<file path="src/rtl/pattern_sequencer_pkg.sv">
// Shared game definitions for the pattern sequencer: FSM states, lane count,
// score/combo widths and their saturation limits.
package pattern_sequencer_pkg;
    localparam int LANES   = 4;
    localparam int SCORE_W = 16;
    localparam int COMBO_W = 8;

    localparam logic [SCORE_W-1:0] SCORE_MAX = '1;
    localparam logic [COMBO_W-1:0] COMBO_MAX = '1;

    typedef logic [LANES-1:0] lane_t;

    typedef enum logic [1:0] {
        IDLE = 2'd0,
        PLAY = 2'd1,
        DONE = 2'd2
    } state_t;
endpackage

</file>
<file path="src/rtl/pattern_sequencer_if.sv">
// Game-side bus of the pattern sequencer: control, keys, next-pattern loop
// and the display/judge outputs.
interface pattern_sequencer_if
    import pattern_sequencer_pkg::*;
#(
    parameter int DEPTH = 8
);
    logic                   start;
    lane_t                  keys;
    lane_t                  next_pattern;
    lane_t                  cur_pattern;
    logic [LANES*DEPTH-1:0] rows;
    logic                   beat;
    logic                   hit;
    logic                   miss;
    logic [SCORE_W-1:0]     score;
    logic [COMBO_W-1:0]     combo;
    logic                   busy;
    logic                   done;

    modport master (
        output start, keys, next_pattern,
        input  cur_pattern, rows, beat, hit, miss, score, combo, busy, done
    );

    modport slave (
        input  start, keys, next_pattern,
        output cur_pattern, rows, beat, hit, miss, score, combo, busy, done
    );
endinterface

</file>
<file path="src/rtl/pattern_sequencer_beat_timer.sv">
// Free-running beat counter while enabled; emits a registered one-cycle pulse
// in the cycle where the count sits at BEAT_CYCLES-1.
module pattern_sequencer_beat_timer #(
    parameter int BEAT_CYCLES = 12500000
) (
    input  logic clk,
    input  logic rst_n,
    input  logic en,
    output logic beat
);
    localparam int            CW   = $clog2(BEAT_CYCLES);
    localparam logic [CW-1:0] LAST = CW'(BEAT_CYCLES - 1);
    localparam logic [CW-1:0] PRE  = CW'(BEAT_CYCLES - 2);

    logic [CW-1:0] beatCnt;

    always_ff @(posedge clk or negedge rst_n) begin
        if (!rst_n) begin
            beatCnt <= '0;
            beat    <= 1'b0;
        end else begin
            // pulse is set one count early so it lines up with beatCnt==LAST
            beat <= en && (beatCnt == PRE);
            if (!en || beatCnt == LAST) beatCnt <= '0;
            else                        beatCnt <= beatCnt + 1'b1;
        end
    end
endmodule

</file>
<file path="src/rtl/pattern_sequencer.sv">
// Beat-driven note sequencer: emits patterns into a scrolling queue and judges
// the bottom row against captured key edges on every beat.
module pattern_sequencer
    import pattern_sequencer_pkg::*;
#(
    parameter int          DEPTH       = 8,
    parameter int          BEAT_CYCLES = 12500000,
    parameter int          NUM_BEATS   = 64,
    parameter logic [3:0]  SEED        = 4'b0001
) (
    input logic                clk,
    input logic                rst_n,
    pattern_sequencer_if.slave bus
);
    localparam int BLW = $clog2(NUM_BEATS + 1);

    state_t                     state, stateNext;
    lane_t                      curPattern, hitMask, keysQ, keyEdge, effMask;
    lane_t [DEPTH-1:0]          rowQ;
    logic [BLW-1:0]             beatsLeft;
    logic [SCORE_W-1:0]         scoreQ;
    logic [COMBO_W-1:0]         comboQ;
    logic                       hitQ, missQ, beat, playing, upperEmpty;

    assign playing    = (state == PLAY);
    assign keyEdge    = bus.keys & ~keysQ;
    assign effMask    = hitMask | keyEdge;
    assign upperEmpty = (rowQ[DEPTH-1:1] == '0);

    pattern_sequencer_beat_timer #(.BEAT_CYCLES(BEAT_CYCLES)) uTimer (
        .clk  (clk),
        .rst_n(rst_n),
        .en   (playing),
        .beat (beat)
    );

    always_comb begin
        stateNext = state;
        case (state)
            IDLE, DONE: if (bus.start) stateNext = PLAY;
            PLAY:       if (beat && beatsLeft == '0 && upperEmpty) stateNext = DONE;
            default:    stateNext = IDLE;
        endcase
    end

    always_ff @(posedge clk or negedge rst_n) begin
        if (!rst_n) begin
            state      <= IDLE;
            curPattern <= SEED;
            rowQ       <= '0;
            beatsLeft  <= '0;
            hitMask    <= '0;
            keysQ      <= '0;
            scoreQ     <= '0;
            comboQ     <= '0;
            hitQ       <= 1'b0;
            missQ      <= 1'b0;
        end else begin
            state <= stateNext;
            keysQ <= bus.keys;
            hitQ  <= 1'b0;
            missQ <= 1'b0;
            if (!playing && bus.start) begin
                curPattern <= SEED;
                rowQ       <= '0;
                beatsLeft  <= BLW'(NUM_BEATS);
                hitMask    <= '0;
                scoreQ     <= '0;
                comboQ     <= '0;
            end else if (playing && beat) begin
                hitMask <= '0;
                // blank rows are never judged and leave combo untouched
                if (rowQ[0] != '0) begin
                    if (effMask == rowQ[0]) begin
                        hitQ   <= 1'b1;
                        scoreQ <= (scoreQ == SCORE_MAX) ? scoreQ : scoreQ + 1'b1;
                        comboQ <= (comboQ == COMBO_MAX) ? comboQ : comboQ + 1'b1;
                    end else begin
                        missQ  <= 1'b1;
                        comboQ <= '0;
                    end
                end
                for (int i = 0; i < DEPTH - 1; i++) rowQ[i] <= rowQ[i+1];
                rowQ[DEPTH-1] <= (beatsLeft != '0) ? curPattern : '0;
                curPattern    <= bus.next_pattern;
                if (beatsLeft != '0) beatsLeft <= beatsLeft - 1'b1;
            end else if (playing) begin
                hitMask <= effMask;
            end
        end
    end

    assign bus.cur_pattern = curPattern;
    assign bus.rows        = rowQ;
    assign bus.beat        = beat;
    assign bus.hit         = hitQ;
    assign bus.miss        = missQ;
    assign bus.score       = scoreQ;
    assign bus.combo       = comboQ;
    assign bus.busy        = playing;
    assign bus.done        = (state == DONE);
endmodule

</file>
<file path="src/flat_wrapper.sv">
// flat-port wrapper written by rule: the top's interface ports become plain ports
module pattern_sequencer_flat import pattern_sequencer_pkg::*;
#(
    parameter int          DEPTH       = 8,
    parameter int          BEAT_CYCLES = 12500000,
    parameter int          NUM_BEATS   = 64,
    parameter logic [3:0]  SEED        = 4'b0001
)
  (clk, rst_n, bus_start, bus_keys, bus_next_pattern, bus_cur_pattern, bus_rows, bus_beat, bus_hit, bus_miss, bus_score, bus_combo, bus_busy, bus_done);
  pattern_sequencer_if #(.DEPTH(DEPTH)) bus_i ();
  input logic clk;
  input logic rst_n;
  input wire logic [$bits(bus_i.start)-1:0] bus_start;
  input wire logic [$bits(bus_i.keys)-1:0] bus_keys;
  input wire logic [$bits(bus_i.next_pattern)-1:0] bus_next_pattern;
  output wire logic [$bits(bus_i.cur_pattern)-1:0] bus_cur_pattern;
  output wire logic [$bits(bus_i.rows)-1:0] bus_rows;
  output wire logic [$bits(bus_i.beat)-1:0] bus_beat;
  output wire logic [$bits(bus_i.hit)-1:0] bus_hit;
  output wire logic [$bits(bus_i.miss)-1:0] bus_miss;
  output wire logic [$bits(bus_i.score)-1:0] bus_score;
  output wire logic [$bits(bus_i.combo)-1:0] bus_combo;
  output wire logic [$bits(bus_i.busy)-1:0] bus_busy;
  output wire logic [$bits(bus_i.done)-1:0] bus_done;
  assign bus_i.start = bus_start;
  assign bus_i.keys = bus_keys;
  assign bus_i.next_pattern = bus_next_pattern;
  assign bus_cur_pattern = bus_i.cur_pattern;
  assign bus_rows = bus_i.rows;
  assign bus_beat = bus_i.beat;
  assign bus_hit = bus_i.hit;
  assign bus_miss = bus_i.miss;
  assign bus_score = bus_i.score;
  assign bus_combo = bus_i.combo;
  assign bus_busy = bus_i.busy;
  assign bus_done = bus_i.done;
  pattern_sequencer #(.DEPTH(DEPTH), .BEAT_CYCLES(BEAT_CYCLES), .NUM_BEATS(NUM_BEATS), .SEED(SEED)) u_core (.clk(clk), .rst_n(rst_n), .bus(bus_i));
endmodule
</file>
<file path="config.mk">
export PLATFORM = sky130hd
export DESIGN_NAME = pattern_sequencer_flat
export DESIGN_NICKNAME = d
export VERILOG_FILES = /design/src/rtl/pattern_sequencer_pkg.sv /design/src/rtl/pattern_sequencer_if.sv /design/src/rtl/pattern_sequencer_beat_timer.sv /design/src/rtl/pattern_sequencer.sv /design/src/flat_wrapper.sv
export SDC_FILE = /design/constraint.sdc
export NUM_CORES = 1
export LEC_CHECK = 0
export BUFFER_PORTS_ARGS = -buffer_cell sky130_fd_sc_hd__buf_4
export CORE_MARGIN = 2
export CORE_UTILIZATION = 40
export CTS_CLUSTER_DIAMETER = 40
export DETAILED_ROUTE_END_ITERATION = 10
export GPL_TIMING_DRIVEN = 0
export PLACE_DENSITY = 0.59
export RECOVER_POWER = 50
export SYNTH_ARGS = -nofsm -noshare
export SYNTH_HDL_FRONTEND = slang
export SYNTH_SLANG_ARGS = --single-unit
</file>
<file path="constraint.sdc">
create_clock -name clk -period 2 [get_ports clk]
set_clock_uncertainty 0.05 [all_clocks]
set_input_delay 0.2 -clock clk [delete_from_list [all_inputs] [get_ports clk]]
set_output_delay 0.2 -clock clk [all_outputs]
set_load 0.005 [all_outputs]
</file>
==> flow_summary.ini <==
[layout]
fillers = 1070
finalNetCount = 575
stdcell_area_um2 = 6140
drive_gt1_frac = 0.277
syn_to_final_growth_pct = 28.7
mostFrequentLayoutCells = 94 x dfrtp_1, 62 x buf_4, 39 x nor2_1, 36 x a22o_1, 35 x nand2_1
n_antenna_cell = 0
layout_commonest_cell = dfrtp_1

[route]
firstDrtPassIters = 8
wire_per_inst_um = 16.3
ant_nets = 0
drtIter0Drc = 248
routed-via-count = 3889
drc = 6
avgViaCountPerCell = 5.51
totalWireLength_mm = 11.5

[clock_network]
clk_pin_slew_ns = 0.07
htree_levels = 3
clk_path_buf_depth = 2
cts_tree = done
numCtsBuffers = 9
insertion_delay_ns = 0.34
clock_sinks = 104
root_buffer = clkbuf_16

[timing]
clock.fmax_mhz = 519
hold_viol_final = 0
worst_pin_slew_ns = 0.992
fin_crit_ns = 1.92
slew_violations = 0
setup-tns-final_ns = 0
max-slew-margin-rel = 0.339
fin_crit_sh = 0.962
setup_violations = 0
fin_hold_ws_ns = 0.0305

[floorplan]
core_area_um2 = 11500
rows = 39
die_w_um = 113
dieArea_um2 = 12800
ios = 76
start_util = 0.414
die_y_um = 113

[critical_path]
worst-r2r-setup-slack_ns = 0.08
r2r_start = u_core.bus.score[8]
path_class = flip-flop to flip-flop
worstPathRequired_ns = 2.18
start_kind = flip-flop
critPathCaptureType = flip-flop
crit_arrival_ns = 2.10
crit_start = u_core.bus.score[8]
r2r_cells = 6
worstPathMaxFanout = 10
r2r-end = u_core.bus.score[6]
crit_path_end = u_core.bus.score[6]

[min_path]
hp-class = input pin to flip-flop

[power_and_ir_drop]
power.share.switching = 0.214
p_clk_frac = 0.447
net-switching-power_uw = 866
total_power_uw = 4040
cellInternalPower_uw = 3180
powerDensity_nw_per_um2 = 658
cellLeakagePower_uw = 0.00288
seqPwrFrac = 0.527
ir_drop_mv = 0.361
comb_power_share = 0.026

[global_routing]
top_usage_layer = met1
grt_max_degree = 105
grt_antenna_before_repair = 0
grt_pass1_wl_mm = 19.0
grt.overflow.total = 0
met2_usage = 0.273
grtUsageMet1 = 0.273
groute.usage.overall = 0.184
grtUsageMet3 = 0.0364
grt_pass1_vias = 3733

[placed_design]
gp_congestion = 0.816
placed_area_um2 = 5510
place_hpwl_mm = 7.86
port_buffers = 75

[synth]
synthFlopType = dfrtp_1
synth_warnings = 0
synth_seq_cells = 104
synth_cell_types = 56
synth.avg_cell_area_um2 = 10.5
synth_enable_flop_cells = 0
synthesis.area_um2 = 4770
syn_inst = 454
yosysSeqAreaShare = 0.546
syn-num-nets = 471
async_flop_share = 1.00

[run_status]
violations = design-rule violations
status = complete, but fails checks

[run]
max_cap_violations = 0
Yosys cell counts (3+ instances only):
cell type	count	share of area
dfrtp_1	103	0.54
nor2_1	43	0.034
a22o_1	36	0.066
nand2_1	36	0.028
nand3_1	30	0.031
nor3_1	22	0.023
xor2_1	21	0.039
a21oi_1	14	0.015
nand4_1	14	0.018
o21ai_0	11	0.012
clkbuf_1	10	0.0079
and3_1	9	0.012
mux2i_1	9	0.019
nor4_1	8	0.010
buf_2	6	0.0063
ha_1	6	0.016
inv_1	6	0.0047
nor2b_1	5	0.0066
o31ai_1	5	0.0079
o21a_1	4	0.0063
xnor2_1	4	0.0073
a31oi_1	3	0.0039
and2_1	3	0.0039
nand3b_1	3	0.0047
o22ai_1	3	0.0039
or3_1	3	0.0039
worst max-delay path, stage by stage (launching register included):
cell     delay (ns)
dfrtp_1        0.40
and3_4         0.21
nand2_2        0.07
or4_4          0.54
buf_6          0.16
and3_4         0.19
a31o_1         0.20
logic make-up after synthesis:
| logic type | Yosys count | synth area share |
|---|---|---|
| compound gates | 90 | 0.141 |
| xor+xnor | 25 | 0.0459 |
| fa+ha+maj | 6 | 0.0157 |
| buf+inv | 27 | 0.0252 |
| flops | 104 | 0.546 |
| mux | 9 | 0.0189 |
| simple gates | 193 | 0.208 |
through the flow:
stage | setup slack [ns] | utilization | cells
3_5_place_dp | -0.352 | 0.478 | 672
4_1_cts | 0.00607 | 0.512 | 692
6_report | 0.0751 | 0.533 | 706
2_1_floorplan | 0.146 | - | 454
5_1_grt | -0.00907 | 0.533 | 706
3_3_place_gp | -0.301 | 0.478 | 672
worst min path at each step:
stage | startpoint | to | slack (ns) | cells past startpoint
finish | bus_next_pattern[1] | u_core.bus.cur_pattern[1] | 0.03 | 2
global route | bus_next_pattern[2] | u_core.bus.cur_pattern[2] | 0.02 | 2
CTS | bus_next_pattern[1] | u_core.bus.cur_pattern[1] | 0.02 | 2
detailed placement | bus_keys[3] | u_core.keysQ[3] | 0.27 | 1
global placement | bus_keys[1] | u_core.keysQ[1] | 0.27 | 1
floorplan | rst_n | u_core.beatsLeft[0] | -0.15 | 0
metal layers:
metal  share of wire  vias up
met1            0.50     1914
met5               0        -
li1                -     1873
met3           0.055        4
met4          0.0038        0
met2            0.44       98
sequential cells by signal, indices dropped and copies added (netlist names):
register,cells
u_core.bus.score,16
u_core.state,2
u_core.uTimer.beatCnt,24
u_core.bus.combo,8
u_core.bus.hit,1
u_core.keysQ,4
u_core.bus.miss,1
u_core.bus.cur_pattern,4
u_core.beatsLeft,7
u_core.bus.rows,32
u_core.hitMask,4
u_core.uTimer.beat,1
final cells by class:
| cell class | instances | area [um^2] | area share |
|---|---|---|---|
| plain buffers | 19 | 116 | 0.0190 |
| clock buffers | 11 | 243 | 0.0395 |
| clock inverters | 5 | 63.8 | 0.0104 |
| inverters | 7 | 27.5 | 0.00448 |
| multi-input cells | 323 | 2170 | 0.353 |
| flip-flops and latches | 104 | 2620 | 0.426 |
| well taps | 143 | 179 | 0.0291 |
| repair buffers | 94 | 728 | 0.119 |
repair_timing:
action	in CTS	in global routing
pin swaps	0	2
endpoints found under the setup margin	52	58
gates cloned	0	0
buffers inserted	0	13
gates resized for setup	12	42
hold buffers	4	1
hold endpoints to repair	4	37
power groups by stage:
stage | Clock [uW] | Sequential, uW | Combinational, uW
finish | 1810 | 2130 | 104
global route | 1940 | 2130 | 120
CTS | 1850 | 2130 | 97.9
detailed placement | 0 | 2170 | 90.7
global placement | 0 | 2170 | 89.1
floorplan | 0 | 2170 | 17.9
No activity file was read; power rests on OpenSTA's default activity.
